===== src/rtl/spi_read_responder.sv =====
// spi_read_responder: SPI mode-0 read-path responder sharing the 16-bit frame
// format with the write receiver. Decodes {R/W, addr[6:0]} during the first
// eight rising edges. A read snapshots the addressed register at edge 8 and
// shifts it out MSB first on cipo, launched on falling edges.
// Ports: rst_n (async active-low reset), sclk (SPI clock), cs_n (active-low
//        select, async frame abort), copi (serial in), reg_0..reg_4 (register
//        values), cipo/cipo_oe (serial out + pad enable), addr_err (last read
//        was out of range).
module spi_read_responder #(
    parameter int NUM_REGS = 5
) (
    input  logic       rst_n,
    input  logic       sclk,
    input  logic       cs_n,
    input  logic       copi,
    input  logic [7:0] reg_0,
    input  logic [7:0] reg_1,
    input  logic [7:0] reg_2,
    input  logic [7:0] reg_3,
    input  logic [7:0] reg_4,
    output logic       cipo,
    output logic       cipo_oe,
    output logic       addr_err
);

    typedef enum logic [2:0] {
        IDLE = 3'd0,
        CMD  = 3'd1,
        DATA = 3'd2,
        SKIP = 3'd3,
        DONE = 3'd4
    } state_t;

    localparam logic [7:0] NUM_REGS_L = 8'(NUM_REGS);

    state_t     state;
    logic [4:0] cnt;
    logic [7:0] cmd;
    logic [7:0] snap;

    // Frame-scoped state is cleared by either reset or a deasserted select;
    // snap and addr_err only respond to the real reset so they survive frames.
    logic frame_rst_n;
    assign frame_rst_n = rst_n & ~cs_n;

    // Command byte as it will look after the current rising edge; at edge 8
    // this holds the complete {R/W, addr} pair.
    logic [7:0] cmd_next;
    logic [6:0] addr_next;
    logic       in_range;
    logic       cmd_done;
    logic [7:0] reg_sel;

    assign cmd_next  = {cmd[6:0], copi};
    assign addr_next = cmd_next[6:0];
    // Range check uses all 7 address bits; the mux below only the low 3.
    assign in_range  = ({1'b0, addr_next} < NUM_REGS_L);
    assign cmd_done  = (state == CMD) && (cnt == 5'd7);

    always_comb begin
        reg_sel = 8'h00;
        case (addr_next[2:0])
            3'd0:    reg_sel = reg_0;
            3'd1:    reg_sel = reg_1;
            3'd2:    reg_sel = reg_2;
            3'd3:    reg_sel = reg_3;
            3'd4:    reg_sel = reg_4;
            default: reg_sel = 8'h00;
        endcase
    end

    // Rising-edge frame FSM: counts edges and collects the command.
    always_ff @(posedge sclk or negedge frame_rst_n) begin
        if (!frame_rst_n) begin
            state <= IDLE;
            cnt   <= 5'd0;
            cmd   <= 8'h00;
        end else begin
            if (cnt != 5'd16) begin
                cnt <= cnt + 5'd1;
            end
            case (state)
                IDLE: begin
                    cmd   <= cmd_next;
                    state <= CMD;
                end
                CMD: begin
                    cmd <= cmd_next;
                    if (cnt == 5'd7) begin
                        state <= cmd_next[7] ? SKIP : DATA;
                    end
                end
                DATA, SKIP: begin
                    if (cnt == 5'd15) begin
                        state <= DONE;
                    end
                end
                default: state <= DONE;
            endcase
        end
    end

    // Read snapshot and error flag, captured only at edge 8 of a read so the
    // outgoing byte is immune to later register changes.
    always_ff @(posedge sclk or negedge rst_n) begin
        if (!rst_n) begin
            snap     <= 8'h00;
            addr_err <= 1'b0;
        end else if (cmd_done && !cmd_next[7]) begin
            snap     <= in_range ? reg_sel : 8'h00;
            addr_err <= ~in_range;
        end
    end

    // Falling-edge launch: during DATA cnt runs 8..15, so ~cnt[2:0] walks
    // the snapshot from bit 7 down to bit 0.
    always_ff @(negedge sclk or negedge frame_rst_n) begin
        if (!frame_rst_n) begin
            cipo    <= 1'b0;
            cipo_oe <= 1'b0;
        end else if (state == DATA) begin
            cipo    <= snap[~cnt[2:0]];
            cipo_oe <= 1'b1;
        end else begin
            cipo    <= 1'b0;
            cipo_oe <= 1'b0;
        end
    end

endmodule


===== config.mk =====
export PLATFORM = sky130hd
export DESIGN_NAME = spi_read_responder
export DESIGN_NICKNAME = d
export VERILOG_FILES = /design/src/rtl/spi_read_responder.sv
export SDC_FILE = /design/constraint.sdc
export NUM_CORES = 1
export LEC_CHECK = 0
export CORE_MARGIN = 5
export CORE_UTILIZATION = 50
export DETAILED_ROUTE_END_ITERATION = 16
export PLACE_DENSITY = 0.91
export SLEW_MARGIN = 0
export SYNTH_ARGS = -nofsm -noshare
export SYNTH_HDL_FRONTEND = slang
export SYNTH_SLANG_ARGS = --single-unit

===== constraint.sdc =====
create_clock -name sclk -period 4.66 [get_ports sclk]
set_input_delay 1.398 -clock sclk [delete_from_list [all_inputs] [get_ports sclk]]
set_output_delay 1.398 -clock sclk [all_outputs]
set_load 0.01 [all_outputs]

---- After elaboration in Yosys (flattened, before gate mapping) ----
Cells that the tools add are included.
word-level totals
  flip-flop bits (word level) ............. 26
  input port bits ......................... 44
  output and inout bits ................... 3
  word-level logic and storage cells ...... 44
operators by class
  $add $sub $neg .......................... 1
  magnitude comparators ................... 2
  equal/unequal tests ..................... 12
  muxes and demuxes ....................... 10
  bitwise logic cells ..................... 4
  reductions and logical operators ........ 8
operators with widths
  operator               count
  $pmux W8 S5            1
  $eq A3 B2 Y1 const B   4
  $pmux W3 S3            1
  $mux W8                1
  $lt A7 B3 Y1 const B   1
  $eq A3 B1 Y1 const B   2
  $logic_not A3 Y1       2
  $mux W3                2
  $add A5 B1 Y5 const B  1
  $eq A5 B3 Y1 const B   1
  $eq A5 B4 Y1 const B   1
  $ne A5 B5 Y1 const B   1
  $lt A3 B4 Y1 const B   1
  $mux W1                4
  $reduce_or A2 Y1       2
  $bmux W1 S3            1
  $eq A3 B3 Y1 const B   1
  $not A3 Y3             1
  $logic_and A1 B1 Y1    2
  $ne A2 B1 Y1 const B   1
  $ne A2 B2 Y1 const B   1
  $not A1 Y1             2
  $reduce_and A2 Y1      1
  $and A1 B1 Y1          1
  $logic_not A1 Y1       1

---- Depth between registers and ports, before layout ----
Gate-level depths: netlist (run 1).
  word-level depth ........................ 4
  mapped depth ............................ 6
  gate-level depth less buffers ........... 5

==> results of run 1 <==
-- stage by stage --
stage | setup WS (ns) | utilization, %
3_3_place_gp | 0.0403 | 67.1
4_1_cts | 0.00450 | 68.2
2_1_floorplan | 0.0965 | -
3_5_place_dp | 0.0274 | 67.1
6_report | 0.105 | 67.9
5_1_grt | 0.0615 | 67.9
-- Yosys cell counts, types with 3 or more instances --
| library cell | n |
|---|---|
| a211o_1 | 8 |
| a21oi_1 | 8 |
| a311oi_1 | 7 |
| a31oi_1 | 8 |
| and3_1 | 9 |
| clkbuf_1 | 4 |
| dfrtp_1 | 24 |
| ha_1 | 3 |
| inv_1 | 5 |
| mux2_2 | 9 |
| mux2i_1 | 9 |
| nand2b_1 | 3 |
| nor2_1 | 10 |
| nor2b_1 | 3 |
| xnor2_1 | 3 |
-- flip-flops by register name, summed over array words and instances (netlist names) --
| name | flops |
|---|---|
| snap | 8 |
| cmd | 7 |
| addr_err | 1 |
| cnt | 5 |
| cipo | 1 |
| cipo_oe | 1 |
| state | 3 |
-- power by group through the flow --
| stage | combinational [mW] | sequential, mW | clock, mW |
|---|---|---|---|
| after floorplan | 0.0382 | 0.244 | 0 |
| after global placement | 0.0791 | 0.248 | 0 |
| after detailed placement | 0.0815 | 0.249 | 0 |
| after CTS | 0.0818 | 0.244 | 0.113 |
| after global routing | 0.0887 | 0.246 | 0.123 |
| final | 0.0812 | 0.245 | 0.110 |
-- placed cells by master, fill, tap and decap left out, types with 7 or more instances in the layout --
| master | instances |
|---|---|
| a211o_1 | 8 |
| mux2i_1 | 9 |
| mux2_2 | 9 |
| a31oi_1 | 8 |
| and3_1 | 9 |
| clkdlybuf4s50_1 | 44 |
| a311oi_1 | 7 |
| nor2_1 | 10 |
| dfrtp_1 | 24 |
| a21oi_1 | 8 |
-- cell type report --
cell class,count,area share (%)
multi-input cells,97,39.7
flip-flops and latches,26,32.2
repair buffers,49,23.4
well taps,33,2.04
clock buffers,4,1.79
inverters,5,0.928
-- cells by family (layout without fill, tap and decap cells) --
group	count (synthesis)	count (layout)
AO/OA/AOI/OAI	37	37
XOR/XNOR	3	3
adder cells (fa/ha/maj)	3	3
buffers and inverters	13	58
flip-flops	26	26
multiplexers	20	20
AND/OR/NAND/NOR	34	34
-- timing repair --
item                                    CTS  global route
buffers inserted                          0             0
endpoints found under the setup margin    2             1
resized for setup                         7             1
-- path summary, 6_finish.rpt --
kind / start / endpoint / depth (start not counted)
max: cipo_oe$_DFF_NN0_ / cipo_oe / 1
min: addr_err$_DFFE_PN0P_ / addr_err$_DFFE_PN0P_ / 1
max reg2reg: cnt[0]$_DFFE_PN0P_ / cipo$_DFF_NN0_ / 3
min reg2reg: addr_err$_DFFE_PN0P_ / addr_err$_DFFE_PN0P_ / 1
max in group asynchronous: rst_n / cipo$_DFF_NN0_ / 2
min in group asynchronous: rst_n / snap[7]$_DFFE_PN0P_ / 2
-- layer usage --
| metal | track usage, % | part of all wire (%) |
|---|---|---|
| met1 | 17.9 | 41 |
| met2 | 31.5 | 49 |
| met3 | 5.55 | 9.0 |
| met4 | 5.28 | 1.4 |
| met5 | 0 | 0 |
==> impl_summary.md, run 1 <==
Final layout
Cells with a size suffix above 1 make up 14.4% of the layout. The repair_antennas step left the layout with diodes totalling 0. At the end of the flow, the number of nets in the layout was 229. The layout-stage area growth over the synthesis result is 33.7%. Leaving out filler cells and counting taps, the final layout contains 214. After routing the design area is 2020 um^2.

The multi-input gate area in the final layout is 803 um^2. After filler insertion, the fill cell instance count of the layout stands at 225. In the final layout, flip-flops and latches occupy 651 um^2.

Power and ir drop
The portion of total power attributed to sequential cells is 56.1%. The switching portion of total power is 22.9%. The worst ir drop on vdd is 0.0897 mV. Summed over all nets, the switching power comes to 0.0997 mW. Total power for the finished layout comes to 0.436 mW. Combinational logic burns 18.6% of the power. The leakage power is 0.883 nW.

In this run the power density over the cells is 215 nW/um^2. The internal power of the cells is 0.336 mW. The share of power burned in the clock network is 25.3%.

Yosys
The synthesized netlist occupies a cell area of 1510 um^2. The synthesized netlist devotes 18.7% of its cell area to compound gates. Yosys attributes the largest share of cell area to dfrtp_1 40%, mux2_2 6.7%, mux2i_1 6.0%. The post-synthesis cell count is 136. The async set-reset flop share out of synthesis is 100%. For this run, the leading register cell type out of synthesis is dfrtp_1.

Synthesis inferred 26 register bits. After synthesis, the share of cell area in mux cells is 15.6%. After synthesis, flip-flops and latches occupy 43.0% of the total area. Counting every net in the synthesized netlist gives 183. Summing the areas of all fa, ha and maj instances in the mapped netlist gives 2.48% of the synthesized area. Yosys printed 0 warnings.

The post-synthesis cell type count is 34. The mean area per synthesized cell is 11.1 um^2. The XOR/XNOR share of the synthesized area is 1.74%. The synthesized design contains 0 enable-type register cells. The synthesized netlist devotes 14.6% of its cell area to simple gates.

The main combinational cell family by area after synthesis is compound AO/OA/AOI/OAI gates. The area share of the leading cell type in the synthesized netlist is 39.7%. The synthesized design spends more area on one cell type than any other, namely dfrtp_1.

Clock network
At the later pin of the worst-skew pair, clock insertion delay measures 0.31 ns. No sink is reached through more buffers than the 2 on the longest clock path. For this design, the sink count on the clock tree is 26. Clock tree synthesis selected as its root buffer the cell clkbuf_4. The clock-pin slew reported for the worst setup and hold paths after clock tree synthesis is 0.13 ns. In this run the number of H-tree levels came out at 1. The number of buffers created by CTS is 3.

The TritonCTS clock tree is yes. The hold buffer count at cts is 0.

Outcome
The flow ran to the end, and the final reports show no timing, DRC or antenna violations.

STA
The slew at the pin with the worst max-slew slack is 0.934 ns. The number of slew-limit violations in the final report came to 0. The final hold violation count is 0. The tightest hold path in the finished design has a slack of 0.511 ns. After routing, the total negative slack on setup checks comes to 0 ns.

In this run the tightest slew margin relative to its limit is 37.5%. Setup repair after global routing left no endpoint under its margin. The largest clock skew in the final design is 0.00723 ns. Setup violations remaining at the end of the flow were counted as 0.

Route
The mean number of vias per cell is 5.96. The detailed router's first-iteration violation count is 42. Before antenna repair, the detailed router went through 4 iterations.

The total number of vias is 1,276. The count of nets left with antenna violations after detail routing is 0. The wire length reported by the detailed router is 3410 um. The detail-routed net length per standard cell is 15.9 um. The count of unresolved DRC violations after routing is 0.

Worst setup path
Traced cell by cell, the critical path runs through buf_2. The worst setup path is launched from a register. STA classifies the critical path endpoint as a primary output. The buffering stage count on the worst path with inverters included is 1. The data arrival time of the critical path is 3.16 ns. The slowest library cell on the worst path is dfrtn_1. Of all nets on the critical path, the largest fanout is 1. Among cell families on the critical path, the largest total delay comes from flip-flops. The register-to-register path setup slack is 0.90 ns. The critical path class is register to primary output. At the worst endpoint, the required time is 3.26 ns. The maximum cell stage delay along the critical path is 0.40 ns.

Global route
The total overflow left after global routing is 0. The number of global-route vias before repair is 1,364. The global-route wire length before repair is 5610 um. The overall fraction of global-route tracks in use is 17.0%. The number of antenna violations at the first check in global routing is 0.

The largest net degree at the start of global routing is 22.

Placement
The number of placed cells counting well taps is 210. The final weighted congestion in routability-driven placement is 0.800. The estimated wirelength of the detail-placed design is 2750 um. Buffers placed on the I/O ports in this run total 46. Once placement finished, the instance area stood at 2000 um^2.

Die
The die covers 4230 um^2. The initialized floorplan defines 20 standard-cell rows. The die is 65.0 um wide. 47 I/O pins were placed. Once the floorplan was initialized, standard cells occupied 50.8% of the core. The floorplan step defined a core boundary enclosing 2980 um^2. The die is 65.0 um tall.

Job
The count of max-cap constraint violations is 0.

Worst hold path
In this run the worst hold path is classified as register to register.
Power figures use the tool's default switching activity.
==> run 2: changes to the inputs <==
Settings changed: REMOVE_ABC_BUFFERS set to 1.
Clock period 4.66 ns to 5.53 ns, I/O delays scaled along.
==> impl_summary.md, run 2 (synthesis results as in run 1) <==
STA
The max-slew headroom at the worst pin was 40.5% (+3.0 points). The setup slack of the critical path after layout is 0.140 ns (+0.0345 ns). Setup repair after global routing left no endpoint under its margin. The number of slew-limit violations in the final report is 0 (unchanged). The sum of negative setup slack is 0 ns (unchanged). The number of endpoints failing setup at the final stage is 0 (unchanged). The slew at the pin with the worst max-slew slack is 0.889 ns (-0.0447 ns).

The final hold violation count is 0 (unchanged). The largest clock skew in the final design was 0.00850 ns (+0.00127 ns).

Route
The mean number of vias per cell came to 5.73 (-3.9%). The count of nets left with antenna violations after detail routing is 0 (unchanged). The detail-routed net length per standard cell is 15.1 um (-5.4%). The first-pass iteration count of the detailed router was 4 (unchanged). The detailed router's first-iteration violation count is 43 (+2.4%).

The wire length reported by the detailed router was 3210 um (-5.9%). The total number of vias came to 1,220 (-4.4%). The count of unresolved DRC violations after routing is 0 (unchanged).

Worst setup path
The data arrival time of the critical path is 3.73 ns (+0.57 ns). The maximum cell stage delay along the critical path is 0.40 ns (about the same). The register-to-register path setup slack is 1.34 ns (+0.44 ns). The required time at the endpoint of the critical path came to 3.87 ns (+0.61 ns). The buffering stage count on the worst path with inverters included is 1 (unchanged). The startpoint type of the worst setup path is a register.

Among cell families on the critical path, the largest total delay comes from flip-flops. The critical path class is register to primary output. The type of element capturing the critical path is a primary output.

The origin of the critical flop-to-flop path is cnt[0]$_DFFE_PN0P_. The highest net fanout along the worst path was 1 (unchanged). The slowest library cell on the worst path is dfrtn_1. The critical path goes through dlygate4sd2_1. The worst reg2reg path endpoint is cipo$_DFF_NN0_. The path depth of the worst reg2reg path is 3 (unchanged).

Final layout
The number of antenna cells inserted is 0 (unchanged). The number of filler instances in the final layout is 215 (-4.4%). The largest registers in the layout are snap x8, cmd x7, cnt x5. In the layout the commonest cells are 44 x clkdlybuf4s50_1, 24 x dfrtp_1, 10 x nor2_1. The final standard cell area without fillers came to 2010 um^2 (-0.49%). Leaving out fill and tap cells, the most frequent cell in the layout is clkdlybuf4s50_1. The flip-flop count of the largest register after layout came to 8 (unchanged). The layout-stage area growth over the synthesis result is 33.1%. Ranked by flip-flop count, first place goes to snap. The net count reported at finish is 228 (-0.44%). The ratio of cells with drive above 1 in the final layout came to 12.2% (-2.1 points).

Clock network
The root buffer cell chosen for the clock tree is clkbuf_4. The clock-pin slew reported for the worst setup and hold paths after clock tree synthesis was 0.12 ns (about the same). TritonCTS built the clock tree. The number of buffers created by CTS is 3 (unchanged). The clock latency reported for the late side of the worst-skew pair is 0.32 ns (about the same). The total number of H-tree levels is 1 (unchanged). The CTS sink count is 26 (unchanged). The hold buffer count at cts was 0 (unchanged). The number of buffers inserted by post-CTS setup repair is 0 (unchanged). The buffer levels on the longest clock path is 2 (unchanged). The number of gates resized after cts is 2 (-5).

Global route
The number of antenna violations at the first check in global routing came to 0 (unchanged). The number of global-route vias before repair was 1,268 (-7.0%). The sum of overflow across all layers after global routing was 0 (unchanged). The global-route wire length before repair is 5660 um (+0.87%).

The overall fraction of global-route tracks in use is 16.9% (-0.099 points). The largest net degree at the start of global routing is 22 (unchanged).

Power and ir drop
The ratio of total power to cell area is 176 nW/um^2 (-19%). The leakage power is 0.877 nW (-0.66%). The worst ir drop on vdd was 0.0692 mV (-23%).

Die
The I/O pin total was 47 (unchanged). The die height is 65.0 um (unchanged). The placeable core region was 2980 um^2 (unchanged). The starting density of the core is 50.8% (unchanged). The width of the chip is 65.0 um (unchanged). The standard-cell row count is 20 (unchanged). The die area is 4230 um^2 (unchanged).

Worst hold path
The min-delay analysis places its worst path in the category register to register. The cell depth of the worst hold path came to 1 (unchanged). The startpoint identified for the worst hold timing path is addr_err$_DFFE_PN0P_. The path with the worst hold slack has its endpoint at addr_err$_DFFE_PN0P_.

Outcome
The flow ran to the end, and the final reports show no timing, DRC or antenna violations.

Placement
The final weighted congestion in routability-driven placement came to 0.794 (-0.80%). The estimated wirelength of the detail-placed design is 2640 um (-4.0%). The standard cell area after detailed placement is 1990 um^2 (-0.38%). The pre-CTS setup slack is 0.202 ns (+0.175 ns). The count of input and output buffers was 46 (unchanged).

Job
The count of max-cap constraint violations is 0 (unchanged).
==> run 2: cell types whose count changed in the layout (fill, tap and decap cells not counted) <==
cell           before  now
buf_2               2    0
dlygate4sd2_1       0    2
buf_4               3    2
clkbuf_1            0    1
clkbuf_8            1    0
==> run 2: how the worst max path moves through the flow <==
stage / startpoint / end / slack [ns] / cells past startpoint
floorplan: rst_n / cipo$_DFF_NN0_ / 0.27 / 1
global placement: cipo$_DFF_NN0_ / cipo / 0.21 / 1
detailed placement: cipo_oe$_DFF_NN0_ / cipo_oe / 0.20 / 1
CTS: cipo_oe$_DFF_NN0_ / cipo_oe / 0.13 / 1
global route: cipo_oe$_DFF_NN0_ / cipo_oe / 0.08 / 1
finish: cipo_oe$_DFF_NN0_ / cipo_oe / 0.14 / 1
==> run 2: worst register-to-register path, cell delays in order (launching register included) <==
cell     delay, ns
dfrtp_1       0.52
mux4_2        0.54
mux2i_1       0.17
nor2b_1       0.06
==> run 2: metal layers <==
layer  track usage [%]  wire (um)  vias up
met2              28.9       1560       58
met4              6.60         59        0
met5                 0          0        -
met1              19.8       1300      553
met3              4.85        285        8
li1                  -          -      601
==> run 2: where the power goes <==
part | leakage [nW] | internal [mW] | switching (mW) | total (mW)
Clock | 0.0150 | 0.0282 | 0.0520 | 0.0802
Sequential | 0.328 | 0.198 | 0.00782 | 0.206
Combinational | 0.534 | 0.0446 | 0.0228 | 0.0674
Total | 0.877 | 0.271 | 0.0826 | 0.353
==> run 2: per-stage QoR <==
step,util [%],hold WS (ns),instances,total power [mW]
final,67.6,0.500,213,0.353
after global routing,67.6,0.525,213,0.376
after CTS,67.6,0.506,213,0.358
after detailed placement,66.8,0.477,209,0.277
after global placement,66.8,0.461,209,0.275
after floorplan,-,0.474,128,0.234
==> run 2: layout make-up <==
type	instances	area, um^2	share of cell area [%]
Multi-Input combinational cell	97	803	39.9
Inverter	5	18.8	0.932
Sequential cell	26	651	32.3
Clock buffer	4	26.3	1.31
Timing Repair Buffer	48	473	23.5
Tap cell	33	41.3	2.05
